### config.mk
export PLATFORM = sky130hd
export DESIGN_NAME = p405s_trc_fifo_gen
export DESIGN_NICKNAME = d
export VERILOG_FILES = /design/src/rtl/p405s_trc_pkg.sv /design/src/rtl/p405s_trc_fifo_ram.sv /design/src/rtl/p405s_trc_fifo_gen.sv
export SDC_FILE = /design/constraint.sdc
export NUM_CORES = 1
export LEC_CHECK = 0
export ABC_AREA = 1
export CORE_MARGIN = 1
export CORE_UTILIZATION = 60
export CTS_CLUSTER_SIZE = 40
export DETAILED_ROUTE_END_ITERATION = 8
export PLACE_DENSITY = 0.79
export SLEW_MARGIN = 20
export SYNTH_ARGS = -nofsm -noshare
export SYNTH_HDL_FRONTEND = slang
export SYNTH_SLANG_ARGS = --single-unit
### constraint.sdc
create_clock -name CB -period 4.2 [get_ports CB]
set_input_delay 0.42 -clock CB [delete_from_list [all_inputs] [get_ports CB]]
set_output_delay 0.42 -clock CB [all_outputs]
set_load 0.02 [all_outputs]
### src/rtl/p405s_trc_pkg.sv
// Shared sizing and types for the parametrised trace FIFO.
// Optional feature macro used by the top: P405S_TRC_FIFO_AFULL_EN.
package p405s_trc_pkg;

  localparam int TRC_DATA_W = 32;
  localparam int TRC_DEPTH  = 16;
  localparam int TRC_PTR_W  = $clog2(TRC_DEPTH);
  localparam int TRC_CNT_W  = TRC_PTR_W + 1;

  typedef logic [TRC_DATA_W-1:0] trc_entry_t;

endpackage

### src/rtl/p405s_trc_fifo_ram.sv
// Trace FIFO storage: DEPTH x DATA_W flop array, one enabled write port,
// asynchronous read port. Contents are deliberately not reset.
module p405s_trc_fifo_ram
  import p405s_trc_pkg::*;
#(
  parameter int DATA_W = TRC_DATA_W,
  parameter int DEPTH  = TRC_DEPTH,
  parameter int PTR_W  = $clog2(DEPTH)
) (
  input  logic              clk_i,
  input  logic              we_i,
  input  logic [PTR_W-1:0]  waddr_i,
  input  logic [DATA_W-1:0] wdata_i,
  input  logic [PTR_W-1:0]  raddr_i,
  output logic [DATA_W-1:0] rdata_o
);

  logic [DATA_W-1:0] mem_q [DEPTH];

  always_ff @(posedge clk_i) begin
    if (we_i) mem_q[waddr_i] <= wdata_i;
  end

  assign rdata_o = mem_q[raddr_i];

endmodule

### src/rtl/p405s_trc_fifo_gen.sv
// Parametrised trace FIFO with stop-on-full / wrap modes, sticky overflow and FWFT output.
// Define P405S_TRC_FIFO_AFULL_EN to add the registered almost-full output trcFifoAFull.
module p405s_trc_fifo_gen
  import p405s_trc_pkg::*;
#(
  parameter int DATA_W = TRC_DATA_W,
  parameter int DEPTH  = TRC_DEPTH
`ifdef P405S_TRC_FIFO_AFULL_EN
  ,
  parameter int AF_LVL = 12
`endif
) (
  input  logic                   CB,
  input  logic                   trcReset,
  input  logic [DATA_W-1:0]      trcFifoDataIn,
  input  logic                   trcFifoPush,
  input  logic                   trcFifoPop,
  input  logic                   trcWrapMode,
  input  logic                   trcFifoFlush,
  input  logic                   trcOvfClr,
  output logic [DATA_W-1:0]      trcFifoDataOut,
  output logic                   trcFifoEmpty,
  output logic                   trcFifoFull,
  output logic [$clog2(DEPTH):0] trcFifoCount,
`ifdef P405S_TRC_FIFO_AFULL_EN
  output logic                   trcFifoAFull,
`endif
  output logic                   trcFifoOvf
);

  localparam int PTR_W = $clog2(DEPTH);
  localparam int CNT_W = PTR_W + 1;
  localparam logic [CNT_W-1:0] FULL_CNT = CNT_W'(DEPTH);

  logic [PTR_W-1:0] wr_ptr_q, wr_ptr_d;
  logic [PTR_W-1:0] rd_ptr_q, rd_ptr_d;
  logic [CNT_W-1:0] cnt_q, cnt_d;
  logic             ovf_q, ovf_d;
  logic             empty, full, pop_ok, ovf_set, we;
  logic [DATA_W-1:0] rdata;

  assign empty  = (cnt_q == '0);
  assign full   = (cnt_q == FULL_CNT);
  assign pop_ok = trcFifoPop && !empty;

  always_comb begin
    wr_ptr_d = wr_ptr_q;
    rd_ptr_d = rd_ptr_q;
    cnt_d    = cnt_q;
    ovf_set  = 1'b0;
    we       = 1'b0;
    if (trcFifoFlush) begin
      wr_ptr_d = '0;
      rd_ptr_d = '0;
      cnt_d    = '0;
    end else if (trcFifoPush) begin
      // When full, a push only lands if a pop frees the slot or wrap overwrites the oldest.
      if (!full || pop_ok || trcWrapMode) begin
        we       = 1'b1;
        wr_ptr_d = wr_ptr_q + 1'b1;
      end
      if (full) begin
        if (pop_ok || trcWrapMode) rd_ptr_d = rd_ptr_q + 1'b1;
        if (!pop_ok) ovf_set = 1'b1;
      end else if (pop_ok) begin
        rd_ptr_d = rd_ptr_q + 1'b1;
      end else begin
        cnt_d = cnt_q + 1'b1;
      end
    end else if (pop_ok) begin
      rd_ptr_d = rd_ptr_q + 1'b1;
      cnt_d    = cnt_q - 1'b1;
    end
    ovf_d = ovf_set | (ovf_q & ~trcOvfClr);
  end

  always_ff @(posedge CB) begin
    if (trcReset) begin
      wr_ptr_q <= '0;
      rd_ptr_q <= '0;
      cnt_q    <= '0;
      ovf_q    <= 1'b0;
    end else begin
      wr_ptr_q <= wr_ptr_d;
      rd_ptr_q <= rd_ptr_d;
      cnt_q    <= cnt_d;
      ovf_q    <= ovf_d;
    end
  end

`ifdef P405S_TRC_FIFO_AFULL_EN
  logic afull_q;

  always_ff @(posedge CB) begin
    if (trcReset) afull_q <= 1'b0;
    else          afull_q <= (int'(cnt_d) >= AF_LVL);
  end

  assign trcFifoAFull = afull_q;
`endif

  p405s_trc_fifo_ram #(
    .DATA_W (DATA_W),
    .DEPTH  (DEPTH),
    .PTR_W  (PTR_W)
  ) u_ram (
    .clk_i   (CB),
    .we_i    (we && !trcReset),
    .waddr_i (wr_ptr_q),
    .wdata_i (trcFifoDataIn),
    .raddr_i (rd_ptr_q),
    .rdata_o (rdata)
  );

  assign trcFifoDataOut = empty ? '0 : rdata;
  assign trcFifoEmpty   = empty;
  assign trcFifoFull    = full;
  assign trcFifoCount   = cnt_q;
  assign trcFifoOvf     = ovf_q;

endmodule
==> flow_summary.json <==
{
  "clkLatencyLatePin_ps": 570,
  "fp.dieW_um": 192,
  "end_kind": "output pin",
  "synth_warnings": 0,
  "outcome": "complete, no violations",
  "utilization_pct": 68.8,
  "p_leak_nw": 8.69,
  "finalSetupTns_ps": 0,
  "final_hold_viol_count": 0,
  "crit_type": "register to output pin",
  "area_growth_pct": 13.0,
  "clockBufferDepth": 3,
  "fmax_ghz": 0.266,
  "layout_common_cells": "nand2_1 (669), edfxtp_1 (512), nand3_1 (398)",
  "grt.overflow.total": 0,
  "power_mw": 11.1,
  "dp.cells": 2296,
  "fin_skew_ps": 12.3,
  "drt-initial-drc-count": 1493,
  "stdcell_count": 2390,
  "met3_usage_pct": 4.11,
  "postCtsResizedCells": 0,
  "crit_required_ps": 3780,
  "crit_path_start_kind": "register",
  "htree_levels": 2,
  "design_area_sq_um": 24500,
  "vias": 14300,
  "final_layout_size_suffix_gt1_share_pct": 7.21,
  "worst_pin_slew_ps": 1050,
  "die-area_sq_um": 36900,
  "portBuffers": 78,
  "antenna_found_initial": 0,
  "grt_max_degree": 113,
  "grt_pass1_wl_um": 76500,
  "power.density_nw_per_um2": 455,
  "drc": 0,
  "routabilityCongestion": 0.798,
  "place_area_sq_um": 22800,
  "routed_wl_um": 50000,
  "final_common_cell": "nand2_1",
  "grtUsageMet2_pct": 46.7,
  "cts_tree": "done",
  "worst_ep_arrival_time_ps": 3330,
  "period_share_pct": 89.4,
  "clock_sinks": 530,
  "synthesis.area_sq_um": 21700,
  "crit_fanout": 85,
  "drtAntennaViolNets": 0,
  "finalSetupViolations": 0,
  "synth-seq-cells": 530,
  "min_period_ps": 3750,
  "vias_per_cell": 6.00,
  "seq_area_frac_synth_pct": 72.6,
  "hold_class": "input port to register",
  "fillerInstances": 2428,
  "root_buffer": "clkbuf_16",
  "maxSlewViolCount": 0,
  "drtPass1Iterations": 6,
  "grt_pass1_vias": 14000,
  "rsz0062_at_grt": "no",
  "crit_path_frequent_cell": "nand2_1",
  "critPathMaxStageDelay_ps": 670,
  "cap_violations": 0,
  "cpMaxStageDelayCell": "clkdlybuf4s50_1",
  "worstPathCellList": "inv_6 -> buf_12 -> nand2_1 -> nand3_1 -> nand3_1 -> nand2_1 -> nand2_1 -> a21oi_1 -> clkdlybuf4s50_1",
  "syn_inst": 1830,
  "cts_setup_buffers": 0,
  "relSlewSlack_pct": 30.2,
  "cts_made_buffers": 51,
  "groute.usage.overall_pct": 27.7,
  "die_h_um": 192,
  "syn-mean-instance-area_sq_um": 11.8,
  "syn_nets": 1878,
  "synth_cell_types": 27,
  "io_pins": 79,
  "grt.busiest_layer": "met2",
  "initial_core_util_pct": 60.9,
  "final_nets": 1936,
  "hpwlAfterDp_um": 25600,
  "core_sq_um": 35600,
  "detail_route.wl_per_cell_um": 20.9,
  "path_clk_slew_ps": 60,
  "num_antenna_cells": 0,
  "grt_use_met1_pct": 36.7,
  "hold_buffers": 0,
  "row_count": 69,
  "vdd_drop_max_mv": 0.333
}
-- layout make-up --
type	count	area (sq um)	area share, %
Sequential cell	530	15700	64.3
Multi-Input combinational cell	1171	5230	21.4
Clock buffer	66	1440	5.88
Timing Repair Buffer	114	1190	4.86
Tap cell	461	577	2.36
Clock inverter	28	209	0.854
Inverter	20	82.6	0.337
-- synthesized netlist by cell type, drive strengths merged --
master	number	area (sq um)
buf	88	657
nand3	400	2010
a21oi	44	220
nor2	35	134
inv	20	80.1
ha	8	100
edfxtp	512	15400
xor2	5	43.8
o21ai	4	31.3
nand4	1	6.26
xnor2	1	8.76
nand2	670	2520
nand3b	2	15.0
dfxtp	18	360
fa	1	20.0
clkbuf	21	78.8
-- power by group --
group          internal, mW  switching [mW]  total [mW]  leakage [nW]
Combinational         0.281           0.547       0.828          3.13
Sequential             5.81          0.0218        5.84          4.75
Clock                  2.59            1.88        4.47         0.806
Total                  8.69            2.45        11.1          8.69
-- through the flow --
stage / setup slack, ps / hold WS [ps]
floorplan: 1390 / 443
global placement: 1100 / 452
detailed placement: 1080 / 465
CTS: 422 / 401
global route: 282 / 428
finish: 446 / 423
-- per-layer routing --
metal  share of wire, %  vias to the layer above
li1                   -                     6514
met1                 39                     6985
met2                 50                      718
met3                8.0                      119
met4                2.8                        0
met5                  0                        -
-- critical path: cells and delay by family, from the launching register on --
| kind | cells | cell delay [ps] |
|---|---|---|
| buffers and inverters | 3 | 1430 |
| flip-flops | 1 | 530 |
| AND/OR/NAND/NOR | 5 | 450 |
| AO/OA/AOI/OAI | 1 | 300 |
-- final timing paths --
path	depth (start not counted)	start	slack, ps	end
min	2	trcReset	420	trcFifoOvf$_SDFF_PP0_
max	9	register	450	trcFifoDataOut[0]
min reg2reg	2	trcFifoOvf$_SDFF_PP0_	470	trcFifoOvf$_SDFF_PP0_
max reg2reg	7	trcFifoCount[0]$_SDFFE_PP0P_	1900	u_ram.mem_q[3][16]$_DFFE_PP_
-- sequential cells by signal, summed over array words and instances, names as in the netlist, named ones only --
signal and count:
rd_ptr_q 4, u_ram.mem_q 512, trcFifoOvf 1, trcFifoCount 5, wr_ptr_q 4
-- kinds of logic (layout without fill, tap and decap cells) --
| kind of cell | after synthesis | in the layout | synth area share [%] |
|---|---|---|---|
| buffers and inverters | 129 | 228 | 3.77 |
| and+or+nand+nor | 1108 | 1108 | 21.6 |
| AOI/OAI and AO/OA | 48 | 48 | 1.16 |
| adders and majority gates | 9 | 9 | 0.555 |
| xor gates and xnor gates | 6 | 6 | 0.243 |
| DFF | 530 | 530 | 72.6 |
Power figures use the tool's default switching activity.
